### src/rtl/sequenciador_pilha_rpn.sv
// RPN operand stack and dispatch sequencer: LIFO operands, 1-cycle ADD/SUB,
// MUL handed to the external iterative saturating multiplier.
// Ports: CLOCK, RESET (sync, high); push/command inputs Entrada, Empilhar,
//   Operar, Codigo; status Topo, Nivel, Ocupado, Overflow, Erro;
//   multiplier side Mult_A, Mult_B, Mult_START, Mult_Resultado,
//   Mult_Overflow, Mult_Pronto.
// Optional macro WATCHDOG_EN: abort a MUL after LIMITE_ESPERA wait cycles.
module sequenciador_pilha_rpn #(
  parameter int PROFUNDIDADE  = 4,
  parameter int LIMITE_ESPERA = 300
) (
  input  logic       CLOCK,
  input  logic       RESET,
  input  logic [7:0] Entrada,
  input  logic       Empilhar,
  input  logic       Operar,
  input  logic [1:0] Codigo,
  output logic [7:0] Topo,
  output logic [2:0] Nivel,
  output logic       Ocupado,
  output logic       Overflow,
  output logic       Erro,
  output logic [7:0] Mult_A,
  output logic [7:0] Mult_B,
  output logic       Mult_START,
  input  logic [7:0] Mult_Resultado,
  input  logic       Mult_Overflow,
  input  logic       Mult_Pronto
);

  typedef enum logic [1:0] {
    OCIOSO  = 2'd0,
    DISPARO = 2'd1,
    ESPERA  = 2'd2
  } estado_t;

  localparam logic [1:0] OP_ADD  = 2'b00;
  localparam logic [1:0] OP_SUB  = 2'b01;
  localparam logic [1:0] OP_MUL  = 2'b10;
  localparam logic [1:0] OP_DROP = 2'b11;

  estado_t estado;
  estado_t prox_estado;

  // pilha[0] is the top (B), pilha[1] the entry below it (A)
  logic [7:0] pilha [PROFUNDIDADE];
  logic [2:0] nivel;
  logic       ovf_q;
  logic       erro_q;
  logic [7:0] mult_a_q;
  logic [7:0] mult_b_q;

  logic       vazia;
  logic       cheia;
  logic       tem_dois;
  logic [7:0] op_a;
  logic [7:0] op_b;
  logic [8:0] soma;

  logic       faz_push;
  logic       faz_bin;
  logic       faz_drop;
  logic       lanca_mul;
  logic       seta_erro;
  logic       carrega_ovf;
  logic       ovf_novo;
  logic [7:0] resultado;
  logic       estouro;

  assign vazia    = (nivel == 3'd0);
  assign cheia    = (nivel >= 3'(PROFUNDIDADE));
  assign tem_dois = (nivel >= 3'd2);
  assign op_b     = pilha[0];
  assign op_a     = pilha[1];
  assign soma     = {1'b0, op_a} + {1'b0, op_b};

`ifdef WATCHDOG_EN
  localparam int CNT_W = $clog2(LIMITE_ESPERA + 1);

  logic [CNT_W-1:0] espera_cnt;

  // Counts ESPERA cycles; index k holds value k
  always_ff @(posedge CLOCK) begin
    if (RESET || estado != ESPERA) begin
      espera_cnt <= '0;
    end else begin
      espera_cnt <= espera_cnt + 1'b1;
    end
  end

  assign estouro = (espera_cnt == CNT_W'(LIMITE_ESPERA - 1));
`else
  logic unused_limite;

  assign unused_limite = |32'(LIMITE_ESPERA);
  assign estouro       = 1'b0;
`endif

  always_ff @(posedge CLOCK) begin
    if (RESET) begin
      estado <= OCIOSO;
    end else begin
      estado <= prox_estado;
    end
  end

  always_comb begin
    prox_estado = estado;
    faz_push    = 1'b0;
    faz_bin     = 1'b0;
    faz_drop    = 1'b0;
    lanca_mul   = 1'b0;
    seta_erro   = 1'b0;
    carrega_ovf = 1'b0;
    ovf_novo    = 1'b0;
    resultado   = 8'd0;
    unique case (estado)
      OCIOSO: begin
        if (Operar) begin
          // a simultaneous push is discarded and flagged
          if (Empilhar) seta_erro = 1'b1;
          if (Codigo == OP_DROP) begin
            if (vazia) seta_erro = 1'b1;
            else       faz_drop  = 1'b1;
          end else if (!tem_dois) begin
            seta_erro = 1'b1;
          end else begin
            unique case (Codigo)
              OP_ADD: begin
                faz_bin     = 1'b1;
                carrega_ovf = 1'b1;
                ovf_novo    = soma[8];
                resultado   = soma[8] ? 8'hFF : soma[7:0];
              end
              OP_SUB: begin
                faz_bin     = 1'b1;
                carrega_ovf = 1'b1;
                ovf_novo    = (op_a < op_b);
                resultado   = (op_a < op_b) ? 8'd0 : op_a - op_b;
              end
              OP_MUL: begin
                lanca_mul   = 1'b1;
                prox_estado = DISPARO;
              end
              default: ;
            endcase
          end
        end else if (Empilhar) begin
          if (cheia) seta_erro = 1'b1;
          else       faz_push  = 1'b1;
        end
      end
      DISPARO: begin
        prox_estado = ESPERA;
      end
      ESPERA: begin
        if (Mult_Pronto) begin
          faz_bin     = 1'b1;
          carrega_ovf = 1'b1;
          ovf_novo    = Mult_Overflow;
          resultado   = Mult_Resultado;
          prox_estado = OCIOSO;
        end else if (estouro) begin
          // abandon the MUL with operands left in place
          seta_erro   = 1'b1;
          prox_estado = OCIOSO;
        end
      end
      default: begin
        prox_estado = OCIOSO;
      end
    endcase
  end

  always_ff @(posedge CLOCK) begin
    if (RESET) begin
      nivel <= 3'd0;
      for (int i = 0; i < PROFUNDIDADE; i++) begin
        pilha[i] <= 8'd0;
      end
    end else if (faz_push) begin
      for (int i = PROFUNDIDADE - 1; i > 0; i--) begin
        pilha[i] <= pilha[i-1];
      end
      pilha[0] <= Entrada;
      nivel    <= nivel + 3'd1;
    end else if (faz_bin) begin
      // pop A and B, result takes A's slot
      pilha[0] <= resultado;
      for (int i = 1; i < PROFUNDIDADE - 1; i++) begin
        pilha[i] <= pilha[i+1];
      end
      pilha[PROFUNDIDADE-1] <= 8'd0;
      nivel <= nivel - 3'd1;
    end else if (faz_drop) begin
      for (int i = 0; i < PROFUNDIDADE - 1; i++) begin
        pilha[i] <= pilha[i+1];
      end
      pilha[PROFUNDIDADE-1] <= 8'd0;
      nivel <= nivel - 3'd1;
    end
  end

  always_ff @(posedge CLOCK) begin
    if (RESET) begin
      ovf_q    <= 1'b0;
      erro_q   <= 1'b0;
      mult_a_q <= 8'd0;
      mult_b_q <= 8'd0;
    end else begin
      if (carrega_ovf) ovf_q <= ovf_novo;
      if (seta_erro)   erro_q <= 1'b1;
      if (lanca_mul) begin
        mult_a_q <= op_a;
        mult_b_q <= op_b;
      end
    end
  end

  assign Topo       = vazia ? 8'd0 : pilha[0];
  assign Nivel      = nivel;
  assign Ocupado    = (estado != OCIOSO);
  assign Overflow   = ovf_q;
  assign Erro       = erro_q;
  assign Mult_A     = mult_a_q;
  assign Mult_B     = mult_b_q;
  assign Mult_START = (estado == DISPARO);

endmodule

### config.mk
export PLATFORM = sky130hd
export DESIGN_NAME = sequenciador_pilha_rpn
export DESIGN_NICKNAME = d
export VERILOG_FILES = /design/src/rtl/sequenciador_pilha_rpn.sv
export SDC_FILE = /design/constraint.sdc
export NUM_CORES = 1
export LEC_CHECK = 0
export BUFFER_PORTS_ARGS = -buffer_cell sky130_fd_sc_hd__buf_2
export CAP_MARGIN = 20
export CORE_MARGIN = 5
export CORE_UTILIZATION = 50
export DETAILED_ROUTE_END_ITERATION = 6
export PLACE_DENSITY = 0.72
export SLEW_MARGIN = 10
export SYNTH_ARGS = -nofsm -noshare
export SYNTH_HDL_FRONTEND = slang
export SYNTH_SLANG_ARGS = --single-unit
### constraint.sdc
create_clock -name CLOCK -period 8.4 [get_ports CLOCK]
set_clock_uncertainty 0.2 [all_clocks]
set_input_delay 2.1 -clock CLOCK [delete_from_list [all_inputs] [get_ports CLOCK]]
set_output_delay 2.1 -clock CLOCK [all_outputs]
set_load 0.01 [all_outputs]
==> Word-level counts from Yosys, hierarchy flattened <==
Memory sizes are Yosys's and may differ from the RTL's.
Index checks and enable logic that the tools add are counted.
{ "totals": {"regBits": 23, "latchBits": 0, "mem_bits_rw": 32, "mem_bits_ro": 0, "in_bits": 24, "wordCells": 120, "memories": 1} }
{ "mem_list": {"columns": ["name", "words", "word_bits", "rd", "rd_ports_with_merged_regs", "write_ports", "line_no", "source"], "rows": [
  ["pilha", 4, 8, 4, 0, 4, "46", "logic [7:0] pilha [PROFUNDIDADE];"]
]} }
{ "op_classes": {"n_addsub": 4, "n_mul": 0, "div_mod_pow": 0, "magnitude_cmp": 3, "eq_ne": 10, "shifts": 0, "muxes": 77, "bitwise_logic": 12, "n_reduce_logical": 7} }
{ "op_table": {"columns": ["op", "n"], "rows": [
  ["8-bit 2-to-1 mux", 19],
  ["1-bit 2-to-1 mux", 44],
  ["8-bit one-hot mux with 2 select lines", 2],
  ["1-bit OR", 12],
  ["2-bit 2-to-1 mux", 5],
  ["8-bit by 8-bit adder with 9-bit output", 1],
  ["3-bit 2-to-1 mux", 3],
  ["8-bit < comparator", 1],
  ["2-bit inequality test, second input constant", 4],
  ["8-bit subtractor", 1],
  ["2-bit == test, second input constant", 3],
  ["1-bit one-hot mux with 2 select lines", 3],
  ["2-bit one-hot mux with 3 select lines", 1],
  ["5-bit AND reduction", 1],
  ["2-bit by 1-bit == test with 1-bit output, second input constant", 2],
  ["2-bit logical NOT", 2],
  ["3-bit by 1-bit adder with 3-bit output, second input constant", 1],
  ["3-bit by 2-bit greater-or-equal comparator with 1-bit output, second input constant", 1],
  ["3-bit greater-or-equal comparator, second input constant", 1],
  ["3-bit logical NOT", 1],
  ["3-bit nonzero test", 1],
  ["3-bit by 1-bit subtractor with 3-bit output, second input constant", 1],
  ["2-bit by 1-bit inequality test with 1-bit output, second input constant", 1],
  ["2-bit nonzero test", 1],
  ["2-bit OR reduction", 1]
]} }

==> Logic depth before layout (Yosys ltp) <==
{ "logic_depth": {"word_depth": 13, "ltp_mapped": 9} }

==> Least setup slack after synthesis <==
No wires, ideal clock.
{ "synth_timing": {"path_kind": "input port to flip-flop", "from": "input Empilhar", "to": "memory pilha[2][1], in the netlist pilha[0][17], data pin", "setup_time_ns": 0.257, "arrival_time_ns": 3.546, "required_ns": 7.943, "setup_slack_ns": 4.397, "cell_stages": 8, "n_path_buf": 2, "cell_sequence": "or3b_1 -> nor3_4 -> nor2_1 -> o21ai_1 -> nand2b_1 -> buf_6 -> buf_8 -> a22o_2"} }
{ "synth_rtl": {"columns": ["element", "line_no", "source"], "rows": [
  ["start: declaration", "15", "input logic Empilhar,"],
  ["end: declaration", "46", null]
]} }

==> flow_metrics.tcl <==
set metrics [dict create \
    ff2ff_setup_slack_ps 5030 \
    die-height_um 91.3 \
    async_reset_ff_share_pct 0 \
    power_frac_clock_pct 17.3 \
    r2r_start "pilha[0][8]$_DFFE_PP_" \
    worst_pin_slew_ps 932 \
    first_pass_iters 5 \
    post_route_cells_drive_above_1_share_pct 20.9 \
    clk_path_buf_depth 2 \
    worst_hold_slack_ps 257 \
    cts_tree "done" \
    root_buffer "clkbuf_8" \
    ios 55 \
    cp-startpoint "Operar" \
    holdBufCountCts 0 \
    swShare_pct 39.5 \
    ys_seq_area_share_pct 43.0 \
    ys_ff_latch 55 \
    utilization_pct 57.9 \
    start_util_pct 51.8 \
    synth_edf_count 32 \
    outcome "finished clean" \
    postLayoutCellArea_um2 3700 \
    grt_use_total_pct 19.8 \
    routabilityCongestion 0.896 \
    path_class "input pin to register" \
    wl_per_cell_um 17.6 \
    grt-ovfl-total 0 \
    numCtsBuffers 5 \
    antenna_found_initial 0 \
    clkLatencyLatePin_ps 300 \
    drc 0 \
    fmax_mhz 238 \
    netlist_instances 347 \
    ys_types 55 \
    core-area_um2 6390 \
    setup_viol 0 \
    synth_ff_type "edfxtp_1" \
    n_antenna_cell 0 \
    final_nets 436 \
    detail-route-antenna-nets 0 \
    viasPerCell 5.83 \
    slew_viol_final 0 \
    min_period_over_period_pct 50.1 \
    power.density_nw_per_um2 256 \
    vias 2738 \
    dieArea_um2 8340 \
    pwr-share-comb_pct 40.2 \
    area_growth_pct 11.8 \
    rows 29 \
    wl_um 8260 \
    yosys_warnings 0 \
    crit_path_end_kind "register" \
    min_period_ps 4210 \
    required_ps 8370 \
    grt_pass1_vias 2650 \
    portBuffers 54 \
    maxCapViolCount 0 \
    peakVddDrop_mv 0.148 \
    internal_power_uw 572 \
    ctsResizeCount 0 \
    cts_setup_buffers 0 \
    cp_max_fo 16 \
    finalSetupTns_ps 0 \
    slew_headroom_pct 37.3 \
    grt_max_degree 33 \
    htree_levels 2 \
    avgSynthCellArea_um2 9.53 \
    hold_class "register to register" \
    syn_nets 391 \
    grt_first_pass_wirelength_um 13300 \
    clock-sinks 55 \
    postPlaceCellArea_um2 3590 \
    hpwl_um 6150 \
    die_w_um 91.3 \
    critPathArrivalTime_ps 4180 \
    grt_setup_unrepaired "false" \
    drt_iter0_markers 149 \
    hp-start "Mult_A[2]$_SDFFE_PP0P_" \
    p_sw_uw 374 \
    syn_area_um2 3310 \
    p_leak_nw 1.54 \
    pwr-share-seq_pct 42.5 \
    fin_total_pwr_uw 946 \
    start_kind "input pin" \
    cts.reportedPaths.clkPinSlew_ps 100 \
    finalHoldViolations 0 \
]
[final timing paths]
kind	end	depth (start not counted)
worst min-delay path	Mult_A[2]$_SDFFE_PP0P_	2
worst max register to register	pilha[0][5]$_DFFE_PP_	8
worst max-delay path	pilha[0][16]$_DFFE_PP_	6
worst min register to register	Mult_A[2]$_SDFFE_PP0P_	2
[synth_stat cells, drive strengths merged, types with 4 or more instances]
master,n,area [um^2]
xor2,4,35.0
o21a,4,30.0
buf,6,52.5
nand2b,11,68.8
nor2b,7,43.8
nor3,9,77.6
a31oi,5,31.3
a21oi,32,160
dfxtp,23,460
a221oi,4,35.0
edfxtp,32,961
nor2,32,120
a22o,19,179
xnor2,5,43.8
and2,9,56.3
inv,17,63.8
o21ai,13,65.1
ha,17,213
clkbuf,12,45.0
nand2,42,158
[metal layers]
layer / track usage [%] / routed length, um / up-vias
met4: 4.28 / 76 / 0
met3: 3.72 / 581 / 6
li1: - / - / 1331
met5: 0 / 0 / -
met1: 27.9 / 3810 / 1301
met2: 31.8 / 3790 / 100
[cell type report]
cell class	count	area [um^2]
fill	586	2690
multi-input combinational	257	1720
sequential	55	1420
timing repair buffer	56	285
clock buffer	7	97.6
tap	77	96.3
inverter	17	63.8
clock inverter	1	7.51
[registers in the layout, summed over array words and instances (netlist names)]
register / count
pilha: 32
Mult_A: 8
Mult_B: 8
Nivel: 3
estado: 2
Erro: 1
Overflow: 1
[critical path, cell delays in order]
cell,delay (ps)
buf_2,120
or3b_1,500
nor3_4,240
nor3b_4,410
nand2b_1,560
a22o_2,250
[metrics by stage]
stage / std cells / worst slack, ps
after global placement: 462 / 3970
after detailed placement: 462 / 3870
after floorplan: 347 / 4400
after CTS: 470 / 4210
after global routing: 470 / 4110
final: 470 / 4190
[kinds of logic (layout without fill, tap and decap cells)]
kind of cell	Yosys count	after routing	synth area share, %
simple gates	129	129	20.7
mux	1	1	0.303
xor+xnor	9	9	2.38
flops	55	55	43.0
fa+ha+maj	20	20	8.25
compound gates	98	98	20.5
buf+inv	35	81	4.88
[power groups by stage]
stage | Sequential (mW) | Combinational, mW | Clock, mW
2_1_floorplan | 0.390 | 0.283 | 0
3_3_place_gp | 0.408 | 0.372 | 0
3_5_place_dp | 0.408 | 0.378 | 0
4_1_cts | 0.402 | 0.380 | 0.166
5_1_grt | 0.409 | 0.425 | 0.178
6_report | 0.402 | 0.381 | 0.163
[cell usage in the layout (no fill, tap or decap), types with 2 or more instances in the layout]
cell type  Yosys  layout
buf_4          0       2
nand2_1       42      42
o211a_1        2       2
a21oi_1       32      32
o21ai_0       12      12
nor3_2         2       2
a221oi_1       4       4
fa_1           3       3
nand2b_1      11      11
or3b_1         2       2
nor3_4         2       2
a31oi_1        5       5
nor2b_1        7       7
a22o_2        10      10
nor3_1         5       5
clkbuf_8       0       5
or2_2          2       2
nor2_1        32      32
nor3b_1        2       2
nor4_1         2       2
nand3b_1       3       3
inv_1         17      17
xor2_1         4       4
ha_1          17      17
o31a_1         3       3
edfxtp_1      32      32
o31ai_1        3       3
o21a_1         4       4
dfxtp_1       23      23
a22o_1         9       9
buf_2          3      54
xnor2_1        5       5
a22oi_1        3       3
and2_1         9       9
Note: power is estimated with default switching activity, not from simulation.
